File: src/rtl/pixel_replication_nx.sv
// Integer-factor zoom by pixel replication: each input row is captured in a
// register line buffer, then replayed N times with every pixel repeated N times.
module pixel_replication_nx #(
  parameter int PIXEL_W    = 8,
  parameter int IMG_W      = 160,
  parameter int IMG_H      = 120,
  parameter int MAX_FACTOR = 4
) (
  input  logic               clk,
  input  logic               reset,
  input  logic               start,
  input  logic [2:0]         factor,
  input  logic               in_valid,
  output logic               in_ready,
  input  logic [PIXEL_W-1:0] in_pixel,
  output logic               out_valid,
  input  logic               out_ready,
  output logic [PIXEL_W-1:0] out_pixel,
  output logic               out_eol,
  output logic               out_eof,
  output logic               busy,
  output logic               done,
  output logic               err
);

  localparam int COL_W = (IMG_W > 1) ? $clog2(IMG_W) : 1;
  localparam int ROW_W = (IMG_H > 1) ? $clog2(IMG_H) : 1;
  localparam int REP_W = (MAX_FACTOR > 1) ? $clog2(MAX_FACTOR) : 1;

  typedef enum logic [1:0] {IDLE, LOAD, EMIT, DONE} state_t;

  state_t             state_reg, state_next;
  logic [2:0]         n_reg, n_next;
  logic [COL_W-1:0]   in_col_reg, in_col_next;
  logic [COL_W-1:0]   out_col_reg, out_col_next;
  logic [REP_W-1:0]   rep_x_reg, rep_x_next;
  logic [REP_W-1:0]   rep_y_reg, rep_y_next;
  logic [ROW_W-1:0]   row_reg, row_next;
  logic               err_flag_reg, err_flag_next;
  logic [PIXEL_W-1:0] linebuf_reg [IMG_W];

  logic factor_ok;
  logic in_col_last, out_col_last, rep_x_last, rep_y_last, row_last;
  logic load_fire, emit_fire;

  // factor is judged at its full 3-bit width, so 0 and anything above MAX_FACTOR fail
  assign factor_ok    = (factor != 3'd0) && (32'(factor) <= MAX_FACTOR);
  assign in_col_last  = (in_col_reg == COL_W'(IMG_W - 1));
  assign out_col_last = (out_col_reg == COL_W'(IMG_W - 1));
  assign rep_x_last   = (3'(rep_x_reg) == (n_reg - 3'd1));
  assign rep_y_last   = (3'(rep_y_reg) == (n_reg - 3'd1));
  assign row_last     = (row_reg == ROW_W'(IMG_H - 1));
  assign load_fire    = (state_reg == LOAD) && in_valid;
  assign emit_fire    = (state_reg == EMIT) && out_ready;

  always_ff @(posedge clk or posedge reset) begin
    if (reset) begin
      state_reg    <= IDLE;
      n_reg        <= 3'd0;
      in_col_reg   <= '0;
      out_col_reg  <= '0;
      rep_x_reg    <= '0;
      rep_y_reg    <= '0;
      row_reg      <= '0;
      err_flag_reg <= 1'b0;
    end else begin
      state_reg    <= state_next;
      n_reg        <= n_next;
      in_col_reg   <= in_col_next;
      out_col_reg  <= out_col_next;
      rep_x_reg    <= rep_x_next;
      rep_y_reg    <= rep_y_next;
      row_reg      <= row_next;
      err_flag_reg <= err_flag_next;
    end
  end

  // Line buffer holds no reset: it is always fully reloaded before being replayed
  always_ff @(posedge clk) begin
    if (load_fire) begin
      linebuf_reg[in_col_reg] <= in_pixel;
    end
  end

  always_comb begin
    state_next    = state_reg;
    n_next        = n_reg;
    in_col_next   = in_col_reg;
    out_col_next  = out_col_reg;
    rep_x_next    = rep_x_reg;
    rep_y_next    = rep_y_reg;
    row_next      = row_reg;
    err_flag_next = err_flag_reg;

    case (state_reg)
      IDLE: begin
        if (start) begin
          if (factor_ok) begin
            n_next       = factor;
            in_col_next  = '0;
            out_col_next = '0;
            rep_x_next   = '0;
            rep_y_next   = '0;
            row_next     = '0;
            state_next   = LOAD;
          end else begin
            err_flag_next = 1'b1;
            state_next    = DONE;
          end
        end
      end

      LOAD: begin
        if (in_valid) begin
          if (in_col_last) begin
            in_col_next = '0;
            state_next  = EMIT;
          end else begin
            in_col_next = in_col_reg + 1'b1;
          end
        end
      end

      EMIT: begin
        if (out_ready) begin
          if (!rep_x_last) begin
            rep_x_next = rep_x_reg + 1'b1;
          end else begin
            rep_x_next = '0;
            if (!out_col_last) begin
              out_col_next = out_col_reg + 1'b1;
            end else begin
              out_col_next = '0;
              if (!rep_y_last) begin
                // replay the same buffered row
                rep_y_next = rep_y_reg + 1'b1;
              end else begin
                rep_y_next = '0;
                if (row_last) begin
                  row_next   = '0;
                  state_next = DONE;
                end else begin
                  row_next   = row_reg + 1'b1;
                  state_next = LOAD;
                end
              end
            end
          end
        end
      end

      DONE: begin
        err_flag_next = 1'b0;
        state_next    = IDLE;
      end

      default: state_next = IDLE;
    endcase
  end

  always_comb begin
    in_ready  = (state_reg == LOAD);
    out_valid = (state_reg == EMIT);
    out_pixel = (state_reg == EMIT) ? linebuf_reg[out_col_reg] : '0;
    out_eol   = (state_reg == EMIT) && out_col_last && rep_x_last;
    out_eof   = out_eol && rep_y_last && row_last;
    busy      = (state_reg != IDLE);
    done      = (state_reg == DONE);
    err       = (state_reg == DONE) && err_flag_reg;
  end

endmodule
File: config.mk
export PLATFORM = sky130hd
export DESIGN_NAME = pixel_replication_nx
export DESIGN_NICKNAME = d
export VERILOG_FILES = /design/src/rtl/pixel_replication_nx.sv
export SDC_FILE = /design/constraint.sdc
export NUM_CORES = 1
export LEC_CHECK = 0
export BUFFER_PORTS_ARGS = -buffer_cell sky130_fd_sc_hd__buf_2
export CORE_ASPECT_RATIO = 2
export CORE_UTILIZATION = 40
export CTS_CLUSTER_DIAMETER = 120
export DETAILED_ROUTE_END_ITERATION = 12
export GPL_ROUTABILITY_DRIVEN = 0
export SLEW_MARGIN = 10
export SYNTH_ARGS = -nofsm -noshare
export SYNTH_HDL_FRONTEND = slang
export SYNTH_SLANG_ARGS = --single-unit
File: constraint.sdc
create_clock -name clk -period 2.59 [get_ports clk]
set_input_delay 0.518 -clock clk [delete_from_list [all_inputs] [get_ports clk]]
set_output_delay 0.518 -clock clk [all_outputs]
set_load 0.02 [all_outputs]
==> impl_summary.log, run 1 <==
[metrics] count of nets left with antenna violations after detail routing: 0
[metrics] count of placed standard cells including taps: 4,559
[metrics] top cell type's share of synthesized area: 73.8%
[metrics] fraction of synthesis flops using an asynchronous set or reset pin: 2.51%
[metrics] Root Driver: clkbuf_16
[metrics] worst hold path type: input port to flip-flop
[metrics] Multi-input gate area: 0.0124 mm2
[metrics] gr usage total: 21.9%
[metrics] number of buffers between clock root and the deepest sink: 3
[metrics] max-slew violation count: 0
[metrics] Max-slew headroom: 52.1%
[metrics] Boundary Pins: 31
[metrics] number of synthesized flops with an enable pin: 1,280
[metrics] pwr dens: 730 mW/mm2
[metrics] Required @ worst endpoint: 2.07 ns
[metrics] number of warnings issued by yosys: 0
[metrics] final core occ: 48.8%
[metrics] run status: complete, but fails checks
[metrics] die width: 257 um
[metrics] sink count of the clock tree: 1,313
[metrics] wire per inst: 29.7 um
[metrics] worst skew pair latency: 0.73 ns
[metrics] cell-internal power: 34.9 mW
[metrics] number of vias per cell after detailed routing: 5.61
[metrics] post-synthesis cell type with the largest combined area: edfxtp_1
[metrics] worst clock skew on the final layout: 0.0196 ns
[metrics] IO buf count: 30
[metrics] Area growth, synth to finish: 20.6%
[metrics] Seq pwr share: 52.1%
[metrics] Remaining DRCs: 0
[metrics] placed wire-length estimate: 97.6 mm
[metrics] clock tree from TritonCTS: done
[metrics] clock share of power: 37.0%
[metrics] critical path class: flip-flop to output pin
[metrics] proportion of total power due to net switching: 23.8%
[metrics] IR Drop Worst-Case VDD: 0.564 mV
[metrics] CTS H-tree depth: 3
[metrics] unrepaired setup endpoints after global routing: yes
[metrics] sequential cell area in the final layout: 0.0393 mm2
[metrics] net switching power of the design: 10.9 mW
[metrics] Post-Synthesis Net Count: 2,533
[metrics] number of endpoints failing setup at the final stage: 24
[metrics] proportion of layout cells with a drive suffix above 1: 37.1%
[metrics] transition at the pin with the smallest max-transition slack: 0.717 ns
[metrics] initial standard-cell utilization of the core: 40.5%
[metrics] Std-Cell Rows: 186
[metrics] Layout Nets: 3,075
[metrics] initial detailed-routing violation count: 2,566
[metrics] Pleak: 20.2 nW
[metrics] min Tclk post-route: 4.18 ns
[metrics] fmax: 239 MHz
[metrics] Period Utilization, post-route: 161%
[metrics] Cell Area, Synth: 0.0521 mm2
[metrics] DIE HEIGHT: 512 um
[metrics] average footprint of a synthesized cell: 20.7 um2
[metrics] vias in the first global route: 28,900
[metrics] maximum number of pins on one net before global-route repair: 98
[metrics] fill cell count: 10,300
[metrics] worst path arrival time: 3.66 ns
[metrics] unique cell type count in the Yosys netlist: 65
[metrics] startpoint class of the critical path: flip-flop
[metrics] element type at the critical path end: output pin
[metrics] number of synthesized register bits: 1,313
[metrics] number of antenna violations at the first check in global routing: 3
[metrics] share of the yosys chip area belonging to registers: 75.4%
[metrics] register clock-pin slew on the reported worst setup and hold paths: 0.07 ns
[metrics] post-layout worst setup margin: -1.59 ns
[metrics] total wire length after detailed routing: 144 mm
[metrics] iteration count of the initial detailed-routing pass: 6
[metrics] synthesized netlist cell count: 2,510
[metrics] final-report hold violation count: 0
[metrics] final cell count without fillers: 4,834
[metrics] Synth area leaders: edfxtp_1 74%, mux4_2 14%, mux2i_1 1.9%
[metrics] violations in the final reports: negative setup slack
[metrics] flip-flop count of the largest register after layout: 1,280
[metrics] number of buffers created by CTS: 104
[metrics] first-pass GRT wire length: 205 mm
[metrics] primary flip-flop cell chosen by synthesis mapping: edfxtp_1
[metrics] Max Cap Violations: 0
[metrics] core region area: 0.129 mm2
[metrics] highest net fanout along the worst path: 8
[metrics] aggregate global routing overflow: 0
[metrics] Total Die Area: 0.132 mm2
[metrics] part of the total power dissipated in combinational logic: 10.8%
[metrics] count of vias placed by the detailed router: 27,100
[cells in the final DEF, fill, tap and decap left out, types with 27 or more instances in the layout]
master / n
a22oi_1: 36
buf_12: 52
buf_4: 455
buf_6: 38
clkbuf_16: 111
clkinv_1: 27
dfrtp_1: 28
edfxtp_1: 1280
mux2i_1: 92
mux4_2: 319
nand2_1: 75
nand3_1: 28
nor2_1: 196
[per-layer routing]
layer  GRT usage, %  vias to the layer above  share of wire (%)
li1               -                    11400                  -
met1           22.1                    14500                 32
met2           41.5                      910                 56
met3           2.57                      334                4.0
met4           15.1                        0                7.6
met5              0                        -                  0
[cell type report]
type | count | area share (%)
Inverter | 15 | 0.0936
Clock buffer | 122 | 4.42
Tap cell | 1692 | 3.37
Sequential cell | 1313 | 62.5
Multi-Input combinational cell | 1042 | 19.7
Timing Repair Buffer | 576 | 8.61
Antenna cell | 2 | 0.00797
Clock inverter | 72 | 1.31
[power groups by stage]
stage | combinational [mW] | sequential [mW] | clock (mW)
after global routing | 5.15 | 23.9 | 17.9
after global placement | 4.55 | 24.3 | 0
final | 4.97 | 23.9 | 17.0
after CTS | 4.90 | 23.9 | 17.2
after floorplan | 2.19 | 24.2 | 0
after detailed placement | 4.66 | 24.4 | 0
[repair_timing]
action | 4_1_cts | 5_1_grt
gates cloned | 8 | 3
hold buffers | 1 | 0
setup endpoints to repair | 23 | 22
pin swaps | 17 | 27
setup buffers | 24 | 48
resized for setup | 135 | 93
endpoints found under the hold margin | 33 | 0
[stage by stage]
stage | setup WS, ns | TNS (ns) | hold slack [ns] | instance area, um2 | power [mW]
after floorplan | -0.215 | -1.47 | 0.451 | 52200 | 26.4
after global placement | -1.18 | -10.52 | 0.467 | 57600 | 28.9
after detailed placement | -1.16 | -11.31 | 0.496 | 57600 | 29.0
after CTS | -1.60 | -14.21 | 0.0183 | 62200 | 46.0
after global routing | -1.61 | -17.22 | 0.0610 | 62800 | 46.9
final | -1.59 | -15.87 | 0.0592 | 62800 | 45.8
[worst max-delay path: stages (launching register included)]
cell and delay, ns:
dfrtp_4 0.48, buf_12 0.17, buf_4 0.14, buf_16 0.13, mux4_2 0.53, mux4_2 0.58, nand2_2 0.10, nand2_2 0.08
nor4_4 0.27, buf_4 0.16, a221oi_4 0.09, buf_6 0.16
[Yosys cell counts (all sizes together), types with 14 or more instances]
cell and count:
a21oi 20, clkbuf 47, nor2 197, inv 14, mux4 326, nor2b 14, nand3 37, edfxtp 1280
buf 92, nand2 85, o21ai 52, mux2i 100, dfrtp 33, a22oi 39
[kinds of logic after synthesis]
| kind of cell | synth area share, % |
|---|---|
| multiplexers | 16.4 |
| AO/OA/AOI/OAI | 2.38 |
| buffers and inverters | 2.07 |
| XOR/XNOR | 0.185 |
| flip-flops | 75.4 |
| AND/OR/NAND/NOR | 3.40 |
| adder cells (fa/ha/maj) | 0.168 |
[worst paths after layout]
path | start | endpoint | slack, ns | cells after the start
min in group asynchronous | reset | row_reg[0]$_DFFE_PP0P_ | 0.45 | 4
max in group asynchronous | reset | out_col_reg[1]$_DFFE_PP0P_ | 1.74 | 4
worst max-delay path | out_col_reg[0]$_DFFE_PP0P_ | out_pixel[1] | -1.59 | 11
worst min register to register | row_reg[6]$_DFFE_PP0P_ | row_reg[6]$_DFFE_PP0P_ | 0.50 | 1
worst min-delay path | factor[1] | n_reg[1]$_DFFE_PP0P_ | 0.06 | 2
worst max register to register | out_col_reg[1]$_DFFE_PP0P_ | row_reg[6]$_DFFE_PP0P_ | -0.37 | 14
Power figures use the tool's default switching activity.
==> inputs of run 2 (changes only) <==
--- a/config.mk
+++ b/config.mk
@@ -11,6 +11,7 @@
 export CTS_CLUSTER_DIAMETER = 120
 export DETAILED_ROUTE_END_ITERATION = 12
 export GPL_ROUTABILITY_DRIVEN = 0
+export SETUP_SLACK_MARGIN = 0.3
 export SLEW_MARGIN = 10
 export SYNTH_ARGS = -nofsm -noshare
 export SYNTH_HDL_FRONTEND = slang
==> run 2 against run 1 <==
  * The flow still finishes with violations (negative setup slack)
  * Worst hold slack is essentially flat
  * Clock skew grew 0.013 ns
  * Cell area is essentially flat
  * Setup slack gained 0.053 ns
  * Sequential share of layout area is essentially flat
  * Clock power shrank 5%
  * Highest routed layer unchanged
==> impl_summary.log, run 2 (synthesized netlist as in run 1, its figures left out) <==
[metrics] run status: complete, but fails checks
[metrics] violations in the final reports: negative setup slack
[metrics] flip-flop count of the largest register after layout: 1,280 (unchanged)
[metrics] final cell area excluding filler cells: 0.0628 mm2 (about the same)
[metrics] critical path class: flip-flop to output pin
[metrics] Boundary Pins: 31 (unchanged)
[metrics] area after detailed placement: 0.0577 mm2 (+0.23%)
[metrics] most frequent cells in the layout: 1,280 x edfxtp_1, 442 x buf_4, 318 x mux4_2
[metrics] Max Cap Violations: 0 (unchanged)
[metrics] placed wire-length estimate: 98.6 mm (+1.1%)
[metrics] launch instance of the worst min-delay path: factor[2]
[metrics] number of endpoints failing setup at the final stage: 18 (-25%)
[metrics] minimum hold slack: 0.0591 ns (-0.000166 ns)
[metrics] pwr dens: 720 mW/mm2 (-1.4%)
[metrics] max-slew violation count: 0 (unchanged)
[metrics] gr usage total: 22.0% (+0.087 points)
[metrics] maximum number of pins on one net before global-route repair: 69 (-30%)
[metrics] Remaining DRCs: 0 (unchanged)
[metrics] proportion of layout cells with a drive suffix above 1: 36.9% (-0.13 points)
[metrics] clock tree from TritonCTS: done
[metrics] Layout Nets: 3,076 (+0.033%)
[metrics] IO buf count: 30 (unchanged)
[metrics] wire per inst: 30.0 um (+1.1%)
[metrics] number of buffers between clock root and the deepest sink: 3 (unchanged)
[metrics] die width: 257 um (unchanged)
[metrics] fmax: 242 MHz (+1.3%)
[metrics] CTS H-tree depth: 3 (unchanged)
[metrics] initial standard-cell utilization of the core: 40.5% (unchanged)
[metrics] DIE HEIGHT: 512 um (unchanged)
[metrics] iteration count of the initial detailed-routing pass: 6 (unchanged)
[metrics] Pleak: 20.2 nW (-0.13%)
[metrics] most common library cell in the layout ignoring fill and taps: edfxtp_1
[metrics] Max-slew headroom: 37.9% (-14 points)
[metrics] count of nets left with antenna violations after detail routing: 0 (unchanged)
[metrics] unrepaired setup endpoints after global routing: yes
[metrics] transition at the pin with the smallest max-transition slack: 0.931 ns (+0.214 ns)
[metrics] number of buffers created by CTS: 102 (-1.9%)
[metrics] Root Driver: clkbuf_16
[metrics] highest net fanout along the worst path: 8 (unchanged)
[metrics] startpoint class of the critical path: flip-flop
[metrics] Critical Path Start: out_col_reg[0]$_DFFE_PP0P_
[metrics] sink count of the clock tree: 1,313 (unchanged)
[metrics] element type at the critical path end: output pin
[metrics] initial detailed-routing violation count: 2,472 (-3.7%)
[metrics] first-pass GRT wire length: 206 mm (+0.10%)
[metrics] min Tclk post-route: 4.13 ns (-0.0530 ns)
[metrics] Std-Cell Rows: 186 (unchanged)
[metrics] Period Utilization, post-route: 159% (-2.0 points)
[metrics] Crit Reg-Reg Startpoint: out_col_reg[1]$_DFFE_PP0P_
[metrics] Required @ worst endpoint: 2.07 ns (about the same)
[metrics] post-layout worst setup margin: -1.54 ns (+0.0530 ns)
[metrics] IR Drop Worst-Case VDD: 0.523 mV (-7.2%)
[metrics] number of vias per cell after detailed routing: 5.62 (+0.16%)
[metrics] worst clock skew on the final layout: 0.0329 ns (+0.0133 ns)
[metrics] register clock-pin slew on the reported worst setup and hold paths: 0.07 ns (about the same)
[metrics] core region area: 0.129 mm2 (unchanged)
[metrics] number of antenna violations at the first check in global routing: 1 (-2)
[metrics] Total Die Area: 0.132 mm2 (unchanged)
[metrics] Area growth, synth to finish: 20.7% (about the same)
[metrics] aggregate global routing overflow: 0 (unchanged)
[metrics] worst path arrival time: 3.61 ns (-0.05 ns)
[metrics] worst skew pair latency: 0.73 ns (about the same)
[metrics] fill cell count: 10,300 (+0.029%)
[metrics] vias in the first global route: 28,800 (-0.36%)
[metrics] final core occ: 48.8% (about the same)
[metrics] count of vias placed by the detailed router: 27,200 (+0.16%)
[metrics] total wire length after detailed routing: 145 mm (+1.1%)
[metrics] final-report hold violation count: 0 (unchanged)
[metrics] worst hold path type: input port to flip-flop
[run 2: changes by cell type in the layout (fill, tap and decap cells not counted), sizes merged]
cell | previous run | this run
clkinv | 42 | 44
bufinv | 17 | 12
clkbuf | 124 | 126
buf | 571 | 574
clkinvlp | 9 | 7
[run 2: layout make-up]
class	count	area, um2	area share [%]
sequential	1313	39300	62.5
timing repair buffer	579	5680	9.04
antenna	2	5.00	0.00796
tap	1692	2120	3.37
clock inverter	67	734	1.17
inverter	15	68.8	0.110
clock buffer	124	2690	4.27
multi-input combinational	1042	12300	19.5
[run 2: what timing repair did]
item / CTS / global route
endpoints found under the setup margin: 55 / 66
setup buffers: 36 / 30
gates cloned: 10 / 2
hold endpoints to repair: 33 / 0
pin swaps: 13 / 15
gates resized for setup: 132 / 80
hold buffers: 1 / 0
[run 2: worst max-delay path, stage by stage, from the launching register on]
cell and delay, ns:
dfrtp_4 0.44, buf_12 0.15, buf_16 0.19, buf_16 0.16, mux4_2 0.57, mux4_2 0.58
mux2i_1 0.22, buf_4 0.16, a21oi_2 0.05, o211a_4 0.17, buf_6 0.14
[run 2: through the flow]
stage	setup TNS [ns]	power [mW]	instances	worst slack, ns
after floorplan	-1.47	26.4	2510	-0.215
after global placement	-7.84	29.0	4562	-0.930
after detailed placement	-8.37	29.1	4562	-0.941
after CTS	-14.52	45.2	4800	-1.54
after global routing	-15.65	46.3	4833	-1.58
final	-14.42	45.2	4834	-1.54
[run 2: power by group]
group / leakage, nW / switching [mW] / internal (mW)
logic: 6.64 / 3.17 / 1.95
registers: 11.9 / 0.219 / 23.7
clock network: 1.66 / 7.51 / 8.68
total: 20.2 / 10.9 / 34.3
[run 2: final timing paths]
path / end / slack [ns] / cells past startpoint
max in group asynchronous: out_col_reg[1]$_DFFE_PP0P_ / 1.70 / 4
hold / removal: n_reg[2]$_DFFE_PP0P_ / 0.06 / 2
setup / recovery: out_pixel[5] / -1.54 / 10
hold reg to reg: row_reg[6]$_DFFE_PP0P_ / 0.50 / 1
min in group asynchronous: n_reg[0]$_DFFE_PP0P_ / 0.47 / 4
setup reg to reg: row_reg[6]$_DFFE_PP0P_ / -0.35 / 13
[run 2: per-layer routing]
| metal | GRT usage [%] | part of all wire, % | vias up |
|---|---|---|---|
| li1 | - | - | 11500 |
| met1 | 22.5 | 32 | 14500 |
| met2 | 41.6 | 56 | 909 |
| met3 | 3.03 | 4.5 | 310 |
| met4 | 13.9 | 7.2 | 0 |
| met5 | 0 | 0 | - |
